==> config.mk <==
export PLATFORM = sky130hd
export DESIGN_NAME = icache
export DESIGN_NICKNAME = d
export VERILOG_FILES = /design/src/rtl/cpu_types_pkg.sv /design/src/rtl/icache.sv
export SDC_FILE = /design/constraint.sdc
export NUM_CORES = 1
export LEC_CHECK = 0
export CORE_UTILIZATION = 45
export DETAILED_ROUTE_END_ITERATION = 8
export PLACE_DENSITY = 0.63
export SYNTH_ARGS = -nofsm -noshare
export SYNTH_HDL_FRONTEND = slang
export SYNTH_SLANG_ARGS = --single-unit
==> constraint.sdc <==
create_clock -name CLK -period 13.45 [get_ports CLK]
set_clock_uncertainty 0.2 [all_clocks]
set_input_delay 2.0175 -clock CLK [delete_from_list [all_inputs] [get_ports CLK]]
set_output_delay 2.0175 -clock CLK [all_outputs]
set_load 0.02 [all_outputs]
==> src/rtl/cpu_types_pkg.sv <==
// -----------------------------------------------------------------------------
// cpu_types_pkg
//   Shared CPU datapath types.
//   word_t          : 32-bit machine word.
//   icachef_t       : instruction address split {tag, idx, bytoff} for a
//                     16-frame direct-mapped icache (26/4/2 bits).
//   icache_frame_t  : one icache frame {valid, tag, data}.
//   icache_state_t  : icache fill controller states {IDLE, FETCH}.
// -----------------------------------------------------------------------------
package cpu_types_pkg;

   typedef logic [31:0] word_t;

   localparam int ICACHE_SETS  = 16;
   localparam int ICACHE_IDX_W = $clog2(ICACHE_SETS);
   localparam int ICACHE_TAG_W = 30 - ICACHE_IDX_W;

   typedef struct packed {
      logic [ICACHE_TAG_W-1:0] tag;
      logic [ICACHE_IDX_W-1:0] idx;
      logic [1:0]              bytoff;
   } icachef_t;

   typedef struct packed {
      logic                    valid;
      logic [ICACHE_TAG_W-1:0] tag;
      word_t                   data;
   } icache_frame_t;

   typedef enum logic {
      IDLE  = 1'b0,
      FETCH = 1'b1
   } icache_state_t;

endpackage

==> src/rtl/icache.sv <==
// -----------------------------------------------------------------------------
// icache
//   Direct-mapped, read-only instruction cache. Answers datapath fetches with
//   a zero-latency hit path and fills one word per miss from the memory
//   controller.
//
//   Parameters
//     SETS      number of frames (power of two, >= 2)
//
//   Ports
//     CLK       in   clock, rising edge
//     RST       in   synchronous active-high reset
//     imemREN   in   fetch request
//     imemaddr  in   fetch byte address (bits [1:0] ignored)
//     ihit      out  requested word valid this cycle
//     imemload  out  instruction word, 0 when ihit=0
//     iREN      out  memory read request (FETCH only)
//     iaddr     out  memory word address of the pending fill
//     iwait     in   memory busy; fill completes when iREN=1 and iwait=0
//     iload     in   memory read data, valid when iwait=0
// -----------------------------------------------------------------------------
module icache
   import cpu_types_pkg::*;
#(
   parameter int SETS = 16
) (
   input  logic  CLK,
   input  logic  RST,
   input  logic  imemREN,
   input  word_t imemaddr,
   output logic  ihit,
   output word_t imemload,
   output logic  iREN,
   output word_t iaddr,
   input  logic  iwait,
   input  word_t iload
);

   localparam int IDX_W = $clog2(SETS);
   localparam int TAG_W = 30 - IDX_W;

   icache_state_t    r_state;
   icache_state_t    w_next_state;
   word_t            r_miss_addr;
   logic [SETS-1:0]  r_valid;
   logic [TAG_W-1:0] r_tag  [SETS];
   word_t            r_data [SETS];

   logic [IDX_W-1:0] w_idx;
   logic [TAG_W-1:0] w_tag;
   logic [IDX_W-1:0] w_fill_idx;
   logic [TAG_W-1:0] w_fill_tag;
   logic             w_tag_match;
   logic             w_miss;
   logic             w_fill;

   // Lookup side decodes the live fetch address; fill side decodes the
   // latched miss address so a redirect during FETCH cannot move the fill.
   assign w_idx      = imemaddr[IDX_W+1:2];
   assign w_tag      = imemaddr[31:IDX_W+2];
   assign w_fill_idx = r_miss_addr[IDX_W+1:2];
   assign w_fill_tag = r_miss_addr[31:IDX_W+2];

   assign w_tag_match = r_valid[w_idx] && (r_tag[w_idx] == w_tag);
   assign w_fill      = (r_state == FETCH) && !iwait;

   // NOTE: every state register uses non-blocking assignments so all
   // flops sample the pre-edge values regardless of block ordering.
   always_ff @(posedge CLK) begin
      if (RST) begin
         r_state <= IDLE;
      end else begin
         r_state <= w_next_state;
      end
   end

   always_ff @(posedge CLK) begin
      if (RST) begin
         r_valid     <= '0;
         r_miss_addr <= '0;
      end else begin
         if (w_miss) begin
            r_miss_addr <= imemaddr & 32'hFFFF_FFFC;
         end
         if (w_fill) begin
            r_valid[w_fill_idx] <= 1'b1;
         end
      end
   end

   // NOTE: tag/data storage has no reset; a frame is only observable once its
   // valid bit is set, so clearing valid is enough and keeps this a plain RAM.
   // A fill in flight when RST arrives is dropped here as well.
   always_ff @(posedge CLK) begin
      if (!RST && w_fill) begin
         r_tag[w_fill_idx]  <= w_fill_tag;
         r_data[w_fill_idx] <= iload;
      end
   end

   // NOTE: every output of this block gets a default first, so no path
   // through the case can leave a signal unassigned and infer a latch.
   always_comb begin
      w_next_state = r_state;
      w_miss       = 1'b0;
      ihit         = 1'b0;
      imemload     = '0;
      iREN         = 1'b0;
      iaddr        = '0;
      case (r_state)
         IDLE: begin
            if (imemREN) begin
               if (w_tag_match) begin
                  ihit     = 1'b1;
                  imemload = r_data[w_idx];
               end else begin
                  w_miss       = 1'b1;
                  w_next_state = FETCH;
               end
            end
         end
         FETCH: begin
            // The fill always runs to completion; imemREN/imemaddr are not
            // looked at until the return to IDLE.
            iREN  = 1'b1;
            iaddr = r_miss_addr;
            if (!iwait) begin
               w_next_state = IDLE;
            end
         end
      endcase
   end

endmodule
==> impl_metrics.ini <==
[pwr]
p_sw_mw = 1.337
switching_share_pct = 21.00
pwr-share-seq_pct = 53.5
comb_power_share_pct = 5.1
powerDensity_nw_per_um2 = 143.4
p_clk_share_pct = 41.4
p_int_mw = 5.030
leakagePower_nw = 14.00
ir_drop_mv = 0.1046

[place]
dpl.hpwl_um = 45940
io_buffers = 129
gp_congestion = 0.7530

[logic_synthesis]
syn_area_per_cell_um2 = 20.78
synth_top_area_share_pct = 72.07
synth_ff_type = edfxtp_1
synth_top_cell_by_area = edfxtp_1
synth_area_um2 = 38670
ys_seq_area_share_pct = 74.50
synth_area_leaders = edfxtp_1 (72%), mux4_2 (15%), dfxtp_1 (2.4%)
synth-edff-count = 928
syn-instance-count = 1861
synth_cell_types = 53
ys_seq_elements = 975
yosysWarnings = 0
async_flop_share_pct = 0

[detailed_routing]
avgViaCountPerCell = 5.827
drc = 0
routed_wl_um = 89320
wire_per_inst_um = 27.59
firstDrtPassIters = 5
num_vias = 18870
antenna_left = 0
drt_iter0_drc = 1551

[clock_network]
post_cts_buffers = 0
cts_hold_buf = 0
cts_buffers = 98
clockBufferDepth = 3
clk_latency_ps = 640
cts_resized = 0
cts_root_buffer = clkbuf_16
h-tree-depth = 3
cts.sinks = 975
cts_tree = yes
path_clk_slew_ps = 50

[worst_setup_path]
cp-end-kind = primary output
reg2reg_depth = 5
rrSetupSlack_ps = 9400
path_class = in -> out
cp_max_fo = 85
crit_path_start = imemaddr[2]
path_delay_family = buffers and inverters
crit_slowest_cell = buf_4
critPathLaunchType = input pin
cp_data_arrival_time_ps = 6910
worstPathRequired_ps = 11230
max_stage_delay_ps = 830
r2r_start = r_state$_SDFF_PP0_
crit_top_cell = buf_4
crit_chain = buf_8 > buf_4 > mux4_2 > mux2i_1 > xnor2_1 > nor4_1 > o22ai_1 > or2_2 > nor3_2 > buf_4 > and2_1 > clkdlybuf4s50_1
path_buf_inv = 4
r2r_end = r_tag[13][3]$_DFFE_PP_

[timing]
tightest_slew_ps = 1398
fin_crit_sh_pct = 67.84
rsz0062_at_grt = no
drv_slew = 0
finalSetupViolations = 0
relSlewSlack_pct = 4.391
period_needed_ps = 9125
timing.fmax_mhz = 109.6
hold_viol_final = 0
tns_ps = 0

[floorplan]
die_x_um = 295.1
io-pin-count = 134
rows = 107
coreArea_um2 = 85150
initial_core_util_pct = 45.41
die_h_um = 295.1
die-area_um2 = 87100

[global_route]
first_global_vias = 19570
overflow = 0
grt_max_degree = 95
antenna_found_initial = 6
grt_pass1_wl_um = 131300
grt_usage_pct = 20.94

[status]
outcome = completed

[worst_hold_path]
min_delay_path_depth = 2
hp-start = r_valid[6]$_SDFFE_PP0P_
holdCritPathClass = reg -> reg
hold_end = r_valid[6]$_SDFFE_PP0P_

[finish]
drive_gt1_share_pct = 22.38
mostFrequentLayoutCell = edfxtp_1
post-route-util_pct = 52.13
mostFrequentLayoutCells = edfxtp_1 (928), mux4_2 (259), clkdlybuf4s50_1 (125), clkbuf_16 (100), and2_1 (67)
nets = 2082
syn_to_final_growth_pct = 14.80

[job]
max-cap-violations = 0
[cells in the mapped netlist, drive strengths merged, types with 32 or more instances]
master	number
edfxtp	928
mux4	259
and2	67
clkbuf	60
buf	55
mux2i	55
nor2	54
dfxtp	47
nand2	37
nor2b	36
o21ai	32
[worst min-delay path: cells and delay by family, from the launching register on]
family	cells	cell delay, ps
AO/OA/AOI/OAI	1	70
buffers and inverters	1	50
flip-flops	1	310
[stage by stage]
step	hold slack (ps)	setup WS, ps	instance area, µm²	cells	total power, mW
global placement	255.1	4143	41290	3058	3.789
detailed placement	265.4	4099	41290	3058	3.800
CTS	274.6	4074	44380	3235	6.425
finish	272.1	4325	44390	3238	6.366
global route	298.9	3870	44390	3237	6.559
floorplan	248.9	6155	38670	1862	3.661
[area by class of cell]
type                    instances  area, µm²
well taps                    1144       1431
multi-input cells             754       9376
fillers                      6682      40760
inverters                      18      68.82
clock buffers                 126       2600
repair buffers                167       1608
clock inverters                51      488.0
diodes                          3      7.507
flip-flops and latches        975      28810
[cell families after synthesis]
kind of cell           synth area share, %
XOR/XNOR                            0.8608
other                             0.009698
buffers and inverters                1.605
multiplexers                         16.54
flip-flops                           74.50
AO/OA/AOI/OAI                        2.336
AND/OR/NAND/NOR                      4.145
[worst max-delay path by stage]
stage	endpoint	slack, ps	depth (start not counted)
after floorplan	imemload[22]	6150	13
after global placement	imemload[28]	4140	12
after detailed placement	imemload[25]	4100	12
after CTS	imemload[24]	4070	12
after global routing	imemload[18]	3870	12
final	imemload[20]	4330	12
[state kept, by name (all words and copies together) (netlist names)]
name	cells
r_data	512
r_miss_addr	30
r_state	1
r_tag	416
r_valid	16
[routing by layer]
layer | up-vias | wire length [µm] | GRT usage (%) | share of wire [%]
li1 | 8015 | - | - | -
met5 | - | 27 | 0 | 0.030
met1 | 10050 | 37570 | 29.38 | 42
met2 | 669 | 44490 | 34.35 | 50
met3 | 127 | 5364 | 3.390 | 6.0
met4 | 4 | 1868 | 5.421 | 2.1
[power by group through the flow]
stage	sequential (mW)	combinational [mW]	clock, mW
global placement	3.47	0.323	0
detailed placement	3.47	0.327	0
floorplan	3.45	0.208	0
global route	3.41	0.347	2.80
finish	3.41	0.323	2.63
CTS	3.41	0.328	2.69
(Power assumes the default switching activity.)
